==> config.mk <==
export PLATFORM = sky130hd
export DESIGN_NAME = alu_cdb
export DESIGN_NICKNAME = d
export VERILOG_FILES = /design/src/rtl/alu_cdb_pkg.sv /design/src/rtl/wb_fifo.sv /design/src/rtl/alu_cdb.sv
export SDC_FILE = /design/constraint.sdc
export NUM_CORES = 1
export LEC_CHECK = 0
export BUFFER_PORTS_ARGS = -buffer_cell sky130_fd_sc_hd__buf_2
export CORE_ASPECT_RATIO = 2
export CORE_MARGIN = 2
export CORE_UTILIZATION = 30
export CTS_BUF_LIST = sky130_fd_sc_hd__clkbuf_8
export DETAILED_ROUTE_END_ITERATION = 8
export PLACE_DENSITY_LB_ADDON = 0.12
export SLEW_MARGIN = 20
export SYNTH_ARGS = -nofsm -noshare
export SYNTH_HDL_FRONTEND = slang
export SYNTH_SLANG_ARGS = --single-unit
export TNS_END_PERCENT = 20
==> constraint.sdc <==
create_clock -name clk -period 4.91 [get_ports clk]
set_input_delay 0.2455 -clock clk [delete_from_list [all_inputs] [get_ports clk]]
set_output_delay 0.2455 -clock clk [all_outputs]
set_load 0.01 [all_outputs]
==> src/rtl/alu_cdb_pkg.sv <==
// Shared widths and constants for the ALU common-data-bus / writeback stage.
// Kept consistent with the ALU's tagWidth, dataWidth, aluRSWidth and tagFree.
package alu_cdb_pkg;

  localparam int DATA_W = 32;
  localparam int TAG_W  = 4;
  localparam int RS_W   = 3;
  localparam logic [TAG_W-1:0] TAG_FREE = '0;

endpackage

==> src/rtl/wb_fifo.sv <==
// Writeback FIFO for the register-file port; exposes its entries and
// per-entry valid bits so the top level can run the tag-lookup CAM.
module wb_fifo #(
  parameter int DATA_W = 32,
  parameter int TAG_W  = 4,
  parameter int DEPTH  = 4
) (
  input  logic                             clk,
  input  logic                             rst,
  input  logic                             push,
  input  logic                             pop,
  input  logic [TAG_W-1:0]                 push_tag,
  input  logic [DATA_W-1:0]                push_data,
  output logic [TAG_W-1:0]                 head_tag,
  output logic [DATA_W-1:0]                head_data,
  output logic                             empty,
  output logic                             full,
  output logic [$clog2(DEPTH):0]           count,
  output logic [DEPTH-1:0][TAG_W-1:0]      ent_tag,
  output logic [DEPTH-1:0][DATA_W-1:0]     ent_data,
  output logic [DEPTH-1:0]                 ent_valid
);

  localparam int AW = $clog2(DEPTH);

  logic [AW:0] rd_ptr;
  logic [AW:0] wr_ptr;
  logic        wr_en;

  assign empty = (rd_ptr == wr_ptr);
  assign full  = (rd_ptr[AW] != wr_ptr[AW]) && (rd_ptr[AW-1:0] == wr_ptr[AW-1:0]);
  assign count = wr_ptr - rd_ptr;
  // At full, a same-cycle pop frees the head slot that the tail is about to overwrite.
  assign wr_en = push && (!full || pop);

  always_ff @(posedge clk) begin
    if (rst) begin
      rd_ptr <= '0;
      wr_ptr <= '0;
    end else begin
      if (wr_en) begin
        ent_tag[wr_ptr[AW-1:0]]  <= push_tag;
        ent_data[wr_ptr[AW-1:0]] <= push_data;
        wr_ptr                   <= wr_ptr + 1'b1;
      end
      if (pop) rd_ptr <= rd_ptr + 1'b1;
    end
  end

  for (genvar i = 0; i < DEPTH; i++) begin : g_valid
    assign ent_valid[i] = ({1'b0, AW'(i) - rd_ptr[AW-1:0]} < count);
  end

  assign head_tag  = empty ? '0 : ent_tag[rd_ptr[AW-1:0]];
  assign head_data = empty ? '0 : ent_data[rd_ptr[AW-1:0]];

endmodule

==> src/rtl/alu_cdb.sv <==
// ALU common-data-bus broadcast, RF writeback queue (LSBuf has priority)
// and decoder tag lookup over in-flight results.
module alu_cdb
  import alu_cdb_pkg::*;
#(
  parameter int               DATA_W   = alu_cdb_pkg::DATA_W,
  parameter int               TAG_W    = alu_cdb_pkg::TAG_W,
  parameter int               RS_W     = alu_cdb_pkg::RS_W,
  parameter int               DEPTH    = 4,
  parameter logic [TAG_W-1:0] TAG_FREE = alu_cdb_pkg::TAG_FREE
) (
  input  logic              clk,
  input  logic              rst,
  input  logic              alu_valid,
  input  logic [RS_W-1:0]   alu_rs_num,
  input  logic [TAG_W-1:0]  alu_tag,
  input  logic [DATA_W-1:0] alu_data,
  output logic              cdb_valid,
  output logic [RS_W-1:0]   cdb_rs_num,
  output logic [TAG_W-1:0]  cdb_tag,
  output logic [DATA_W-1:0] cdb_data,
  input  logic              lsb_wb_valid,
  output logic              rf_we,
  output logic [TAG_W-1:0]  rf_tag,
  output logic [DATA_W-1:0] rf_data,
  input  logic [TAG_W-1:0]  q1_tag,
  input  logic [TAG_W-1:0]  q2_tag,
  output logic              q1_hit,
  output logic              q2_hit,
  output logic [DATA_W-1:0] q1_data,
  output logic [DATA_W-1:0] q2_data,
  output logic              fifo_full,
  output logic              overflow
);

  localparam int CW = $clog2(DEPTH) + 1;

  logic                         push_req;
  logic                         empty;
  logic                         full;
  logic [CW-1:0]                count;
  logic [DEPTH-1:0][TAG_W-1:0]  ent_tag;
  logic [DEPTH-1:0][DATA_W-1:0] ent_data;
  logic [DEPTH-1:0]             ent_valid;

  assign cdb_valid  = alu_valid;
  assign cdb_rs_num = alu_valid ? alu_rs_num : '0;
  assign cdb_tag    = alu_valid ? alu_tag    : TAG_FREE;
  assign cdb_data   = alu_valid ? alu_data   : '0;

  assign push_req = alu_valid && (alu_tag != TAG_FREE);
  assign rf_we    = !empty && !lsb_wb_valid;

  wb_fifo #(
    .DATA_W (DATA_W),
    .TAG_W  (TAG_W),
    .DEPTH  (DEPTH)
  ) u_fifo (
    .clk       (clk),
    .rst       (rst),
    .push      (push_req),
    .pop       (rf_we),
    .push_tag  (alu_tag),
    .push_data (alu_data),
    .head_tag  (rf_tag),
    .head_data (rf_data),
    .empty     (empty),
    .full      (full),
    .count     (count),
    .ent_tag   (ent_tag),
    .ent_data  (ent_data),
    .ent_valid (ent_valid)
  );

  // One cycle early so issue logic can stop before the last slot is taken.
  assign fifo_full = full || ((count == CW'(DEPTH - 1)) && alu_valid);

  always_ff @(posedge clk) begin
    if (rst)                               overflow <= 1'b0;
    else if (push_req && full && !rf_we)   overflow <= 1'b1;
  end

  // Tags in flight are unique; the live ALU input overrides any queued match.
  always_comb begin
    q1_hit  = 1'b0;
    q1_data = '0;
    q2_hit  = 1'b0;
    q2_data = '0;
    for (int i = 0; i < DEPTH; i++) begin
      if (ent_valid[i] && ent_tag[i] == q1_tag) begin
        q1_hit  = 1'b1;
        q1_data = ent_data[i];
      end
      if (ent_valid[i] && ent_tag[i] == q2_tag) begin
        q2_hit  = 1'b1;
        q2_data = ent_data[i];
      end
    end
    if (alu_valid && alu_tag == q1_tag) begin
      q1_hit  = 1'b1;
      q1_data = alu_data;
    end
    if (alu_valid && alu_tag == q2_tag) begin
      q2_hit  = 1'b1;
      q2_data = alu_data;
    end
    if (q1_tag == TAG_FREE) begin
      q1_hit  = 1'b0;
      q1_data = '0;
    end
    if (q2_tag == TAG_FREE) begin
      q2_hit  = 1'b0;
      q2_data = '0;
    end
  end

endmodule

== After elaboration in Yosys (flattened, before gate mapping) ==
Index checks and enable logic that the tools add are counted.
Cells by class
  equality and inequality tests: 14
  magnitude comparators: 7
  bitwise operators: 1
  multiplexer cells: 39
  add/subtract/negate cells: 7
  reduce and logical (&&, ||, !) cells: 28
Operators by type and width (number)
  32-bit 2-to-1 mux: 16
  128-bit bitwise mux: 1
  32-bit binary-select mux with 2-bit select: 1
  32-bit demux with 2-bit select: 1
  4-bit equality test: 10
  1-bit logical AND: 18
  16-bit bitwise mux: 1
  4-bit 2-to-1 mux: 4
  2-bit by 3-bit < comparator with 1-bit output: 4
  1-bit 2-to-1 mux: 12
  4-bit binary-select mux with 2-bit select: 1
  4-bit demux with 2-bit select: 1
  4-bit logical NOT: 2
  3-bit by 1-bit adder with 3-bit output (second input constant): 2
  2-bit by 3-bit < comparator with 1-bit output (second input constant): 2
  1-bit logical NOT: 4
  4-bit nonzero test: 1
  1-bit by 2-bit subtractor with 2-bit output (first input constant): 2
  2-bit subtractor (first input constant): 2
  3-bit by 2-bit equality test with 1-bit output (second input constant): 1
  3-bit equality test: 1
  3-bit 2-to-1 mux: 1
  3-bit subtractor: 1
  2-bit equality test: 1
  other kinds (5): 6
Word-level totals
  bits in registers: 151
  output and inout bits: 145
  logic and storage cells: 107
  input port bits: 51

== Depth between registers and ports, before layout ==
Gate-level depths: netlist of run 1.
  word-level depth: 9
  mapped depth: 13
  depth with buffers taken out: 11

== Hierarchy ==
From an unflattened synthesis of run 1, not the netlist that was laid out.
Unflattened totals
  cell total of the unflattened synthesis: 1020
  area total of the unflattened synthesis: 11172.0 sq um
By module, submodules not included
  wb_fifo: cells each 296, instances 1, area each 6058.3 sq um, sequential area each 4444.3 sq um
  alu_cdb: cells each 724, instances 1, area each 5113.7 sq um, sequential area each 20.0 sq um

== Worst setup path before layout of run 1 ==
Ideal clock, no wire load.
  path type: flip-flop to output port
  start: reg u_fifo.rd_ptr[1]
  end: out q1_data[0]
  slack: 1.257 ns
  buffers on the path: 3
  arrival: 3.408 ns
  stages on the path, launching flop included: 13
  required time: 4.665 ns
  path through: dfxtp_1 > clkbuf_1 > clkbuf_1 > inv_1 > fa_1 > inv_1 > ha_1 > and2b_2 > o21a_4 > a211oi_4 > buf_6 > a221oi_1 > o31ai_1
Between the ends
  longest elaborated chain between the ends: 9
  elaborated cells on any way between the ends: 19
  those cells by class: add/sub: 5; order compare: 4; mux: 6; reduce/logical: 4
RTL lines
  from (decl): RTL line wb_fifo.sv:26  | logic [AW:0] rd_ptr;
  from (signal assigned): RTL line wb_fifo.sv:46  | if (pop) rd_ptr <= rd_ptr + 1'b1;
  3-bit subtractor / 1-bit by 2-bit subtractor with 2-bit output (equally long branches): RTL line wb_fifo.sv:32, wb_fifo.sv:51
  2-bit by 3-bit < comparator with 1-bit output: RTL line wb_fifo.sv:51  | assign ent_valid[i] = ({1'b0, AW'(i) - rd_ptr[AW-1:0]} < count);
  1-bit logical AND: RTL line alu_cdb.sv:90  | if (ent_valid[i] && ent_tag[i] == q1_tag) begin
  32-bit 2-to-1 mux (3 in a row): RTL line alu_cdb.sv:90
  32-bit 2-to-1 mux *: RTL line alu_cdb.sv:90
  32-bit 2-to-1 mux *: RTL line alu_cdb.sv:99  | if (alu_valid && alu_tag == q1_tag) begin
  32-bit 2-to-1 mux *: RTL line alu_cdb.sv:107  | if (q1_tag == TAG_FREE) begin
  to (decl): RTL line alu_cdb.sv:30  | output logic [DATA_W-1:0] q1_data,
Mark *: on every way between the ends. The rest lies on a longest branch, timed or not.

== Worst setup path after layout of run 1 ==
  start: reg u_fifo.wr_ptr[0]
  end: out q1_data[18]
Between the ends
  longest elaborated chain between the ends: 9
  elaborated cells on any way between the ends: 15
  those cells by class: add/sub: 1; order compare: 4; mux: 6; reduce/logical: 4
RTL lines
  from (decl): RTL line wb_fifo.sv:27  | logic [AW:0] wr_ptr;
  from (signal assigned): RTL line wb_fifo.sv:44  | wr_ptr <= wr_ptr + 1'b1;
  3-bit subtractor *: RTL line wb_fifo.sv:32  | assign count = wr_ptr - rd_ptr;
  2-bit by 3-bit < comparator with 1-bit output: RTL line wb_fifo.sv:51
  1-bit logical AND: RTL line alu_cdb.sv:90
  32-bit 2-to-1 mux (3 in a row): RTL line alu_cdb.sv:90
  32-bit 2-to-1 mux *: RTL line alu_cdb.sv:90
  32-bit 2-to-1 mux *: RTL line alu_cdb.sv:99
  32-bit 2-to-1 mux *: RTL line alu_cdb.sv:107
Marked as above.

==> key figures, run 1 <==
Run status
  – Status: completed

Timing
  – Slew Viols, Final: 0
  – Slew Limit Headroom: 0.355
  – Setup tns final: 0 ps
  – Final min period: 4330 ps
  – Max Fclk: 0.231 GHz
  – Clock skew: 7.77 ps
  – WHS: 38.5 ps
  – Final hold violation count: 0
  – Worst-margin pin slew: 963 ps
  – Final period util: 0.881
  – Unrepaired setup endpoints after global routing: no
  – Final setup viols: 0

Detailed routing
  – DRC: 0
  – Vias/cell: 5.74
  – Antenna Nets Post-Route: 0
  – WL/cell: 26.8 microns
  – Total Wirelength: 35.8 mm
  – Met3 routed WL: 2.24 mm
  – Met2 Routed Length: 19.8 mm
  – Via count: 7674
  – Detailed router's first-iteration violation count: 700
  – DR pass1 iterations: 7
  – DR top layer: met4
  – DRT met1 WL: 12.5 mm

Finish
  – Layout cells sized above 1: 0.349
  – Synth-to-layout area growth: 15.9%
  – Total area of sequential cells: 4470 sq um
  – FILL cells: 3103
  – Final net count: 970
  – Post-layout util: 0.353
  – Post-Layout Inst Area: 10900 sq um
  – Area taken by multi-input logic gates: 4260 sq um

GRT
  – GRT overflow: 0
  – Antenna violations before repair: 1
  – First-pass GRT wire length: 51.3 mm
  – Largest net degree at the start of global routing: 45
  – Global-route usage over all layers: 0.215
  – Vias in the first global route: 7894

Logic synthesis
  – Cell count after synthesis: 738
  – Prevailing post-synth register cell: edfxtp_1
  – Sequential fraction of the synthesis area: 0.474
  – Synth top cells by count: edfxtp_1 (144), nor2_1 (78), a221oi_1 (64), a32oi_1 (64), o31ai_1 (64)
  – Most common cell in the netlist: edfxtp_1
  – Largest area contributor in the netlist: edfxtp_1
  – Mapped Nets: 803
  – Async set or reset register ratio after synthesis: 0
  – Average cell area after synthesis: 12.8 sq um
  – Number of synthesized flops with an enable pin: 144
  – Synth top area share: 0.460
  – Unique masters post-synth: 45
  – Synth warn: 0
  – Synth Cell Area: 9410 sq um
  – Synth top area cells: edfxtp_1 (46%), mux4_2 (8.6%), a221oi_1 (6.0%)
  – Yosys reg bits: 151

Worst setup path
  – Crit path kind: flop to output port
  – Setup crit end kind: output port
  – Slowest CP cell: o21ai_4
  – CP startpoint kind: flop
  – CP required: 4660 ps
  – Cell repeated most along the worst path: inv_1
  – Delay-heaviest family, CP: compound AO/OA/AOI/OAI gates
  – Worst path bufs/invs: 5
  – Critical Path Stages: 12
  – Worst R2R Path Depth: 7
  – Crit Path Max Fanout: 22
  – Arr. time, crit path: 4080 ps
  – Crit-path cells: inv_1 > ha_1 > inv_1 > fa_1 > inv_1 > ha_1 > nor2b_1 > o21a_1 > o21ai_4 > buf_4 > o31ai_1 > buf_2
  – Worst path max stage delay: 770 ps

Placement
  – Post-DP HPWL: 23.8 mm
  – IO buf count: 195
  – RD Place Congestion: 0.802
  – Placed Instance Area: 10500 sq um

CTS
  – H-Tree Depth: 4
  – CTS Buffer Depth: 2
  – Clock-pin slew of the registers on the worst-case setup and hold paths: 90 ps
  – Post-CTS setup buffer count: 0
  – Clock Sinks: 151
  – Root buf cell: clkbuf_8
  – CTS Buf Count: 17
  – PostCTS Resize Cnt: 0
  – CTS tree: yes
  – Latest clock arrival within the worst-skew pair: 470 ps
  – # hold bufs at CTS: 0

Power and ir drop
  – Worst IR drop on VDD: 157 uV
  – Overall Power: 0.00382 W
  – Leakage: 3.83 nW
  – Pwr Density: 350 nW/um^2

Floorplanning
  – Die X: 129 microns
  – DIE AREA: 32900 sq um
  – Initial Utilization: 0.305
  – Core box area: 30900 sq um
  – Row cnt: 91
  – Ports: 196
  – Height of the die: 254 microns

Hold path
  – WHS Path Cells: 1
  – Min-delay worst type: input pin to flop

Run
  – Max-cap violations: 0
## placed cells by master (no fill, tap or decap), types with 26 or more instances in the layout
cell type  netlist  layout
buf_2           11     195
edfxtp_1       144     144
nor2_1          78      75
a221oi_1        64      64
a32oi_1         64      64
o31ai_1         64      64
and2_1          48      40
nor2b_1         39      39
mux4_2          36      36
buf_4           11      31
xnor2_1         26      26
## worst reg2reg max path: stages (launching register included)
cell     delay (ps)
dfxtp_1         430
inv_1           110
ha_1            330
and2_1          180
a31oi_1         390
nor2b_1         300
and2_2          790
buf_4           320
## registers in the layout (all words and copies together), names as in the netlist
name,cells
u_fifo.ent_data,128
overflow,1
u_fifo.wr_ptr,3
u_fifo.rd_ptr,3
u_fifo.ent_tag,16
## through the flow
stage,cells,setup WS [ps]
global route,1337,326
floorplan,738,1260
global placement,1304,1090
CTS,1336,516
detailed placement,1304,1070
finish,1337,583
## report_power, final
part / switching, W / internal (W) / total (W)
Combinational: 0.000818 / 0.000535 / 0.00135
Sequential: 0.0000287 / 0.00145 / 0.00148
Clock: 0.000493 / 0.000493 / 0.000987
Total: 0.00134 / 0.00248 / 0.00382
## path summary, 6_finish.rpt
kind | to | slack (ps) | from
max | q1_data[18] | 580 | u_fifo.wr_ptr[0]
min | u_fifo.ent_data[8] | 40 | alu_data[8]
max reg2reg | u_fifo.ent_data[56] | 1770 | u_fifo.wr_ptr[0]
min reg2reg | overflow | 490 | overflow
## per-layer routing
metal  vias to the layer above  GRT usage
li1                       3315          -
met5                         -          0
met4                         0     0.0960
met3                        90     0.0384
met1                      3853      0.233
met2                       416      0.401
## cell families after synthesis
kind of cell	synth area share
compound gates	0.188
xor+xnor	0.0445
fa+ha+maj	0.0194
buf+inv	0.0807
flops	0.474
mux	0.0862
simple gates	0.107
## layout make-up
type                    instances  share of cell area
diodes                          1            0.000229
clock buffers                  17              0.0215
clock inverters                15              0.0148
inverters                       8             0.00275
multi-input cells             500               0.390
flip-flops and latches        151               0.410
well taps                     418              0.0480
repair buffers                227               0.113
Power figures use the tool's default switching activity.
==> inputs of run 2 (changes only) <==
--- a/config.mk
+++ b/config.mk
@@ -5,6 +5,7 @@
 export SDC_FILE = /design/constraint.sdc
 export NUM_CORES = 1
 export LEC_CHECK = 0
+export ABC_AREA = 1
 export BUFFER_PORTS_ARGS = -buffer_cell sky130_fd_sc_hd__buf_2
 export CORE_ASPECT_RATIO = 2
 export CORE_MARGIN = 2
==> run 2 against run 1 <==
- final area increased by 18%
- sequential share of layout area fell by 6.2 points
- worst hold slack lost 6.1 ps
- largest power group is now combinational cells
- first-iteration DRC count up 11%
- final cell count is 66% higher
- clock skew about the same
- critical path type unchanged
- register-to-register slack got worse by 370 ps
==> key figures, run 2 <==
CTS
  – Latest clock arrival within the worst-skew pair: 500 ps (+30 ps)
  – PostCTS Resize Cnt: 0 (unchanged)
  – Clock-pin slew of the registers on the worst-case setup and hold paths: 90 ps (about the same)
  – H-Tree Depth: 4 (unchanged)
  – Root buf cell: clkbuf_8
  – CTS tree: yes
  – Clock Sinks: 151 (unchanged)
  – CTS Buffer Depth: 2 (unchanged)
  – CTS Buf Count: 17 (unchanged)

Finish
  – FILL cells: 4077 (+31%)
  – Commonest non-fill, non-tap cell in the layout: nand2_1
  – Total area of sequential cells: 4470 sq um (about the same)
  – Largest register FFs: 128 (unchanged)
  – Synth-to-layout area growth: 14.9%
  – Post-route insts no fill: 2222 (+66%)
  – Area taken by multi-input logic gates: 5240 sq um (+23%)
  – Final net count: 1814 (+87%)
  – Layout cells sized above 1: 0.174 (-0.175)
  – Post-layout util: 0.347 (-0.00624)
  – Most frequent cells in the layout: nand2_1 (572), buf_2 (195), inv_1 (172)

Timing
  – Max Fclk: 0.233 GHz (+0.80%)
  – Slew Limit Headroom: 0.337 (-0.0179)
  – Final period util: 0.874 (-0.00697)
  – Slew Viols, Final: 0 (unchanged)
  – WHS: 32.4 ps (-6.11 ps)
  – Final setup viols: 0 (unchanged)
  – Setup slack after layout: 617 ps (+34.2 ps)
  – Clock skew: 7.34 ps (-0.425 ps)
  – Worst-margin pin slew: 985 ps (+21.5 ps)
  – Unrepaired setup endpoints after global routing: no
  – Final min period: 4290 ps (-34.2 ps)
  – Setup tns final: 0 ps (unchanged)
  – Final hold violation count: 0 (unchanged)

Power and ir drop
  – Leakage: 6.42 nW (+68%)
  – Worst IR drop on VDD: 267 uV (+70%)
  – Sw Pwr: 0.00171 W (+28%)
  – Clock power share: 0.261 (+0.003)
  – Pwr Density: 323 nW/um^2 (-7.8%)
  – Pint: 0.00244 W (-1.5%)
  – Combinational share of power: 0.385 (+0.031)
  – Switch share: 0.412 (+0.0609)
  – Sequential Power Share: 0.354 (-0.033)

Logic synthesis
  – Cell count after synthesis: 1614 (+120%)
  – Mapped Nets: 1679 (+110%)
  – Largest area contributor in the netlist: edfxtp_1
  – Synth top area cells: edfxtp_1 (39%), nand2_1 (19%), a21oi_1 (7.6%)
  – Yosys reg bits: 151 (unchanged)
  – Average cell area after synthesis: 6.93 sq um (-46%)
  – Synth Cell Area: 11200 sq um (+19%)
  – Synth warn: 0 (unchanged)
  – Unique masters post-synth: 39 (-13%)
  – Synth top cells by count: nand2_1 (573), inv_1 (172), a21oi_1 (171)
  – Prevailing post-synth register cell: edfxtp_1
  – Number of synthesized flops with an enable pin: 144 (unchanged)
  – Most common cell in the netlist: nand2_1
  – Async set or reset register ratio after synthesis: 0 (unchanged)
  – Synth top area share: 0.386 (-0.0731)
  – Sequential fraction of the synthesis area: 0.399 (-0.0754)

GRT
  – Largest net degree at the start of global routing: 77 (+71%)
  – First-pass GRT wire length: 67.9 mm (+32%)
  – Antenna violations before repair: 1 (unchanged)
  – GRT overflow: 0 (unchanged)
  – Vias in the first global route: 11332 (+44%)
  – Global-route usage over all layers: 0.232 (+0.0167)

Worst setup path
  – Arr. time, crit path: 4050 ps (-30 ps)
  – Crit Path Max Fanout: 33 (+50%)
  – Crit path kind: flop to output port
  – CP required: 4660 ps (about the same)
  – CP startpoint kind: flop
  – Setup crit end kind: output port

Run status
  – Status: completed

Placement
  – RD Place Congestion: 0.796 (-0.84%)
  – Placed Instances: 2181 (+67%)
  – Post-DP HPWL: 28.9 mm (+21%)
  – IO buf count: 195 (unchanged)
  – Worst slack, placed: 1180 ps (+114 ps)

Floorplanning
  – Ports: 196 (unchanged)
  – Height of the die: 277 microns (+8.9%)
  – Die X: 141 microns (+8.8%)
  – Core box area: 37000 sq um (+20%)
  – Row cnt: 100 (+9.9%)
  – Initial Utilization: 0.302 (-0.00285)
  – DIE AREA: 39000 sq um (+18%)

Detailed routing
  – Total Wirelength: 44.9 mm (+25%)
  – DR pass1 iterations: 7 (unchanged)
  – Antenna Nets Post-Route: 0 (unchanged)
  – Detailed router's first-iteration violation count: 780 (+11%)
  – Via count: 11142 (+45%)
  – Vias/cell: 5.01 (-13%)
  – WL/cell: 20.2 microns (-25%)
  – DRC: 0 (unchanged)

Hold path
  – Min-delay worst type: input pin to flop

Run
  – Max-cap violations: 0 (unchanged)
[run 2: cells by family (layout without fill, tap and decap cells)]
family                   after synthesis  after routing  share of synthesized area
other                                  0              1                          0
AO/OA/AOI/OAI                        323            323                      0.149
XOR/XNOR                              19             19                     0.0149
AND/OR/NAND/NOR                      753            753                      0.283
flip-flops                           151            151                      0.399
adder cells (fa/ha/maj)               14             14                     0.0163
buffers and inverters                354            502                      0.138
[run 2: power groups by stage]
stage          registers [W]  clock network [W]  logic, W
2_1_floorplan        0.00150                  0  0.000998
3_3_place_gp         0.00150                  0   0.00159
3_5_place_dp         0.00150                  0   0.00161
4_1_cts              0.00147            0.00111   0.00161
5_1_grt              0.00147            0.00115   0.00176
6_report             0.00147            0.00108   0.00160
[run 2: path summary, 6_finish.rpt]
check | start | slack (ps) | depth (start not counted) | end
worst max-delay path | u_fifo.wr_ptr[0] | 620 | 16 | q2_data[2]
worst min-delay path | alu_data[30] | 30 | 1 | u_fifo.ent_data[94]
worst max register to register | u_fifo.rd_ptr[1] | 1400 | 10 | u_fifo.ent_data[20]
worst min register to register | overflow | 490 | 2 | overflow
[run 2: metal layers]
metal | part of all wire | GRT usage | wire length, microns | vias to the layer above
met5 | 0 | 0 | 0 | -
met2 | 0.54 | 0.438 | 24100 | 395
li1 | - | - | - | 5421
met4 | 0.039 | 0.0982 | 1740 | 0
met1 | 0.38 | 0.255 | 17100 | 5247
met3 | 0.044 | 0.0332 | 1960 | 79
[run 2: what timing repair did]
action	CTS	global route
endpoints found under the hold margin	31	0
hold buffers	8	0
buffers inserted	0	0
[run 2: final cells by class]
| type | count | area share |
|---|---|---|
| multi-input cells | 1109 | 0.408 |
| flip-flops and latches | 151 | 0.347 |
| repair buffers | 225 | 0.0959 |
| inverters | 245 | 0.0715 |
| well taps | 459 | 0.0447 |
| clock buffers | 17 | 0.0182 |
| clock inverters | 15 | 0.0143 |
| diodes | 1 | 0.000195 |
[run 2: metrics by stage]
step                      power, W  instance area (sq um)
after floorplan            0.00249                  11200
after global placement     0.00309                  12400
after detailed placement   0.00311                  12400
after CTS                  0.00419                  12900
after global routing       0.00438                  12900
final                      0.00415                  12900
[run 2: critical path: stages, from the launching register on]
cell and delay [ps]:
dfxtp_1 410, inv_1 120, ha_1 230, inv_1 90
fa_1 400, inv_1 190, ha_1 270, nand2_1 80
nand2_1 80, nand3_4 110, nand2_4 300, nand2_4 550
nand2_1 100, nand2_1 90, nand2_1 60, a21oi_1 260
buf_2 190
==> inputs of run 3 (changes only) <==
--- a/config.mk
+++ b/config.mk
@@ -9,10 +9,11 @@
 export BUFFER_PORTS_ARGS = -buffer_cell sky130_fd_sc_hd__buf_2
 export CORE_ASPECT_RATIO = 2
 export CORE_MARGIN = 2
-export CORE_UTILIZATION = 30
+export CORE_UTILIZATION = 46
 export CTS_BUF_LIST = sky130_fd_sc_hd__clkbuf_8
 export DETAILED_ROUTE_END_ITERATION = 8
 export PLACE_DENSITY_LB_ADDON = 0.12
+export RECOVER_POWER = 50
 export SLEW_MARGIN = 20
 export SYNTH_ARGS = -nofsm -noshare
 export SYNTH_HDL_FRONTEND = slang
==> run 3 against run 2 <==
- the flow now finishes with violations (capacitance limit, slew limit)
- final cell count down 8.1%
- combinational power down 3%
- power down 4.7%
- critical path depth down 2
- first-iteration DRC count up 4.0%
- sequential share of layout area up 1.3 points
- critical endpoint is now q1_data[21]
- worst hold slack better by 70 ps
- count of clock-buffer cells in the layout unchanged
- fmax down 1.1%
- critical path type unchanged
==> key figures, run 3 (synthesized netlist as in run 2, its figures left out) <==
Finish
  – Layout cells sized above 1: 0.127 (-0.0466)
  – Final net count: 1807 (-0.39%)
  – Most frequent cells in the layout: nand2_1 (573), inv_1 (175), a21oi_1 (171)
  – Synth-to-layout area growth: 10.6%
  – Commonest non-fill, non-tap cell in the layout: nand2_1
  – FILL cells: 2451 (-40%)
  – Ant diodes: 0 (-1)
  – Post-layout util: 0.517 (+0.170)
  – Largest register FFs: 128 (unchanged)

Detailed routing
  – Vias/cell: 5.57 (+11%)
  – Antenna Nets Post-Route: 0 (unchanged)
  – DR pass1 iterations: 5 (-2)
  – WL/cell: 19.7 microns (-2.5%)
  – DRC: 0 (unchanged)
  – Total Wirelength: 40.3 mm (-10%)
  – Detailed router's first-iteration violation count: 811 (+4.0%)
  – Via count: 11375 (+2.1%)

Floorplanning
  – DIE AREA: 25700 sq um (-34%)
  – Ports: 196 (unchanged)
  – Core box area: 23900 sq um (-35%)
  – Row cnt: 80 (-20%)
  – Height of the die: 225 microns (-19%)
  – Die X: 114 microns (-19%)
  – Initial Utilization: 0.468 (+0.166)

Placement
  – IO buf count: 195 (unchanged)
  – RD Place Congestion: 0.894 (+12%)
  – Worst slack, placed: 1240 ps (+52.8 ps)
  – Post-DP HPWL: 25.9 mm (-10%)

CTS
  – CTS tree: yes
  – Clock Sinks: 151 (unchanged)
  – CTS Buf Count: 17 (unchanged)
  – Clock-pin slew of the registers on the worst-case setup and hold paths: 80 ps (about the same)
  – Post-CTS setup buffer count: 0 (unchanged)
  – # hold bufs at CTS: 0 (-8)
  – Root buf cell: clkbuf_8
  – PostCTS Resize Cnt: 0 (unchanged)
  – H-Tree Depth: 4 (unchanged)
  – CTS Buffer Depth: 2 (unchanged)
  – Latest clock arrival within the worst-skew pair: 470 ps (-30 ps)

Worst setup path
  – Crit Path Max Fanout: 33 (unchanged)
  – CP required: 4660 ps (about the same)
  – Cell repeated most along the worst path: nand2_1
  – Crit-path cells: inv_1 > fa_1 > inv_1 > ha_1 > nand2_1 > nand2_1 > inv_1 > nor2_1 > nor2_4 > nand3_1 > nand2_1 > nand2_1 > a21oi_1 > buf_2
  – Arr. time, crit path: 4100 ps (+50 ps)
  – Worst path max stage delay: 790 ps (+240 ps)
  – Crit path kind: flop to output port
  – Delay-heaviest family, CP: simple AND/OR/NAND/NOR gates
  – Setup crit end kind: output port
  – Slowest CP cell: nor2_4
  – CP startpoint kind: flop
  – Worst path bufs/invs: 4 (unchanged)

Timing
  – Final min period: 4340 ps (+49.9 ps)
  – Slew Viols, Final: 97 (+97)
  – Clock skew: 12.4 ps (+5.06 ps)
  – Max Fclk: 0.230 GHz (-1.1%)
  – Setup tns final: 0 ps (unchanged)
  – Setup slack after layout: 567 ps (-49.9 ps)
  – Final setup viols: 0 (unchanged)
  – Final period util: 0.885 (+0.0102)
  – Unrepaired setup endpoints after global routing: no
  – Final hold violation count: 0 (unchanged)
  – Worst-margin pin slew: 2180 ps (+1190 ps)
  – Slew Limit Headroom: -0.451 (-0.788)

GRT
  – Largest net degree at the start of global routing: 77 (unchanged)
  – Met1 Use GR: 0.333 (+0.0780)
  – First-pass GRT wire length: 61.0 mm (-10%)
  – Global-route usage over all layers: 0.316 (+0.0835)
  – Busiest layer in global routing: met2
  – Antenna violations before repair: 0 (-1)
  – Met3 Track Usage GR: 0.0323 (-0.000864)
  – GRT overflow: 0 (unchanged)
  – Vias in the first global route: 11151 (-1.6%)
  – GRT met2 Usage: 0.579 (+0.141)

Hold path
  – Min-delay worst type: input pin to flop

Run status
  – Failing checks: capacitance limit, slew limit
  – Status: complete, but fails checks

Power and ir drop
  – Leakage: 6.11 nW (-4.7%)
  – Worst IR drop on VDD: 391 uV (+47%)
  – Pwr Density: 320 nW/um^2 (-0.97%)

Run
  – Max-cap violations: 3 (+3)
-- run 3: cell types whose count changed in the layout (fill, tap and decap cells not counted), sizes merged --
cell and delta:
clkinvlp +2, clkbuf +77, bufinv -2, buf -76
inv +1, dlygate4sd3 -8, diode -1, clkinv -1
-- run 3: report_power, final --
group / switching (W) / internal, W / total, W / leakage (nW)
clock network: 0.000494 / 0.000443 / 0.000938 / 0.189
registers: 0.0000196 / 0.00145 / 0.00147 / 1.36
logic: 0.00112 / 0.000432 / 0.00155 / 4.56
total: 0.00163 / 0.00232 / 0.00396 / 6.11
-- run 3: cell type report --
class | instances | area, sq um | share of cell area
multi-input cells | 1109 | 5210 | 0.421
flip-flops and latches | 151 | 4470 | 0.361
repair buffers | 218 | 1050 | 0.0848
inverters | 245 | 920 | 0.0743
well taps | 287 | 359 | 0.0290
clock buffers | 17 | 234 | 0.0189
clock inverters | 15 | 139 | 0.0112
-- run 3: final timing paths --
path                     from                 end  slack, ps  depth (start not counted)
min                       rst            overflow        100                          2
max          u_fifo.rd_ptr[1]         q1_data[21]        570                         14
min reg2reg  u_fifo.wr_ptr[2]    u_fifo.wr_ptr[2]        530                          2
max reg2reg  u_fifo.rd_ptr[1]  u_fifo.ent_tag[15]        620                         10
-- run 3: stage by stage --
stage / instances / cell area, sq um / power [W] / hold WS [ps]
floorplan: 1614 / 11200 / 0.00249 / 344
global placement: 2010 / 12100 / 0.00303 / 506
detailed placement: 2010 / 12100 / 0.00305 / 512
CTS: 2042 / 12500 / 0.00397 / 9.07
global route: 2042 / 12400 / 0.00415 / 99.8
finish: 2042 / 12400 / 0.00396 / 103
-- run 3: layer usage --
metal	share of wire	wire, microns	vias to the layer above
met1	0.35	14000	5235
met5	0	0	-
met4	0.065	2630	0
li1	-	-	5410
met3	0.061	2470	166
met2	0.53	21200	564
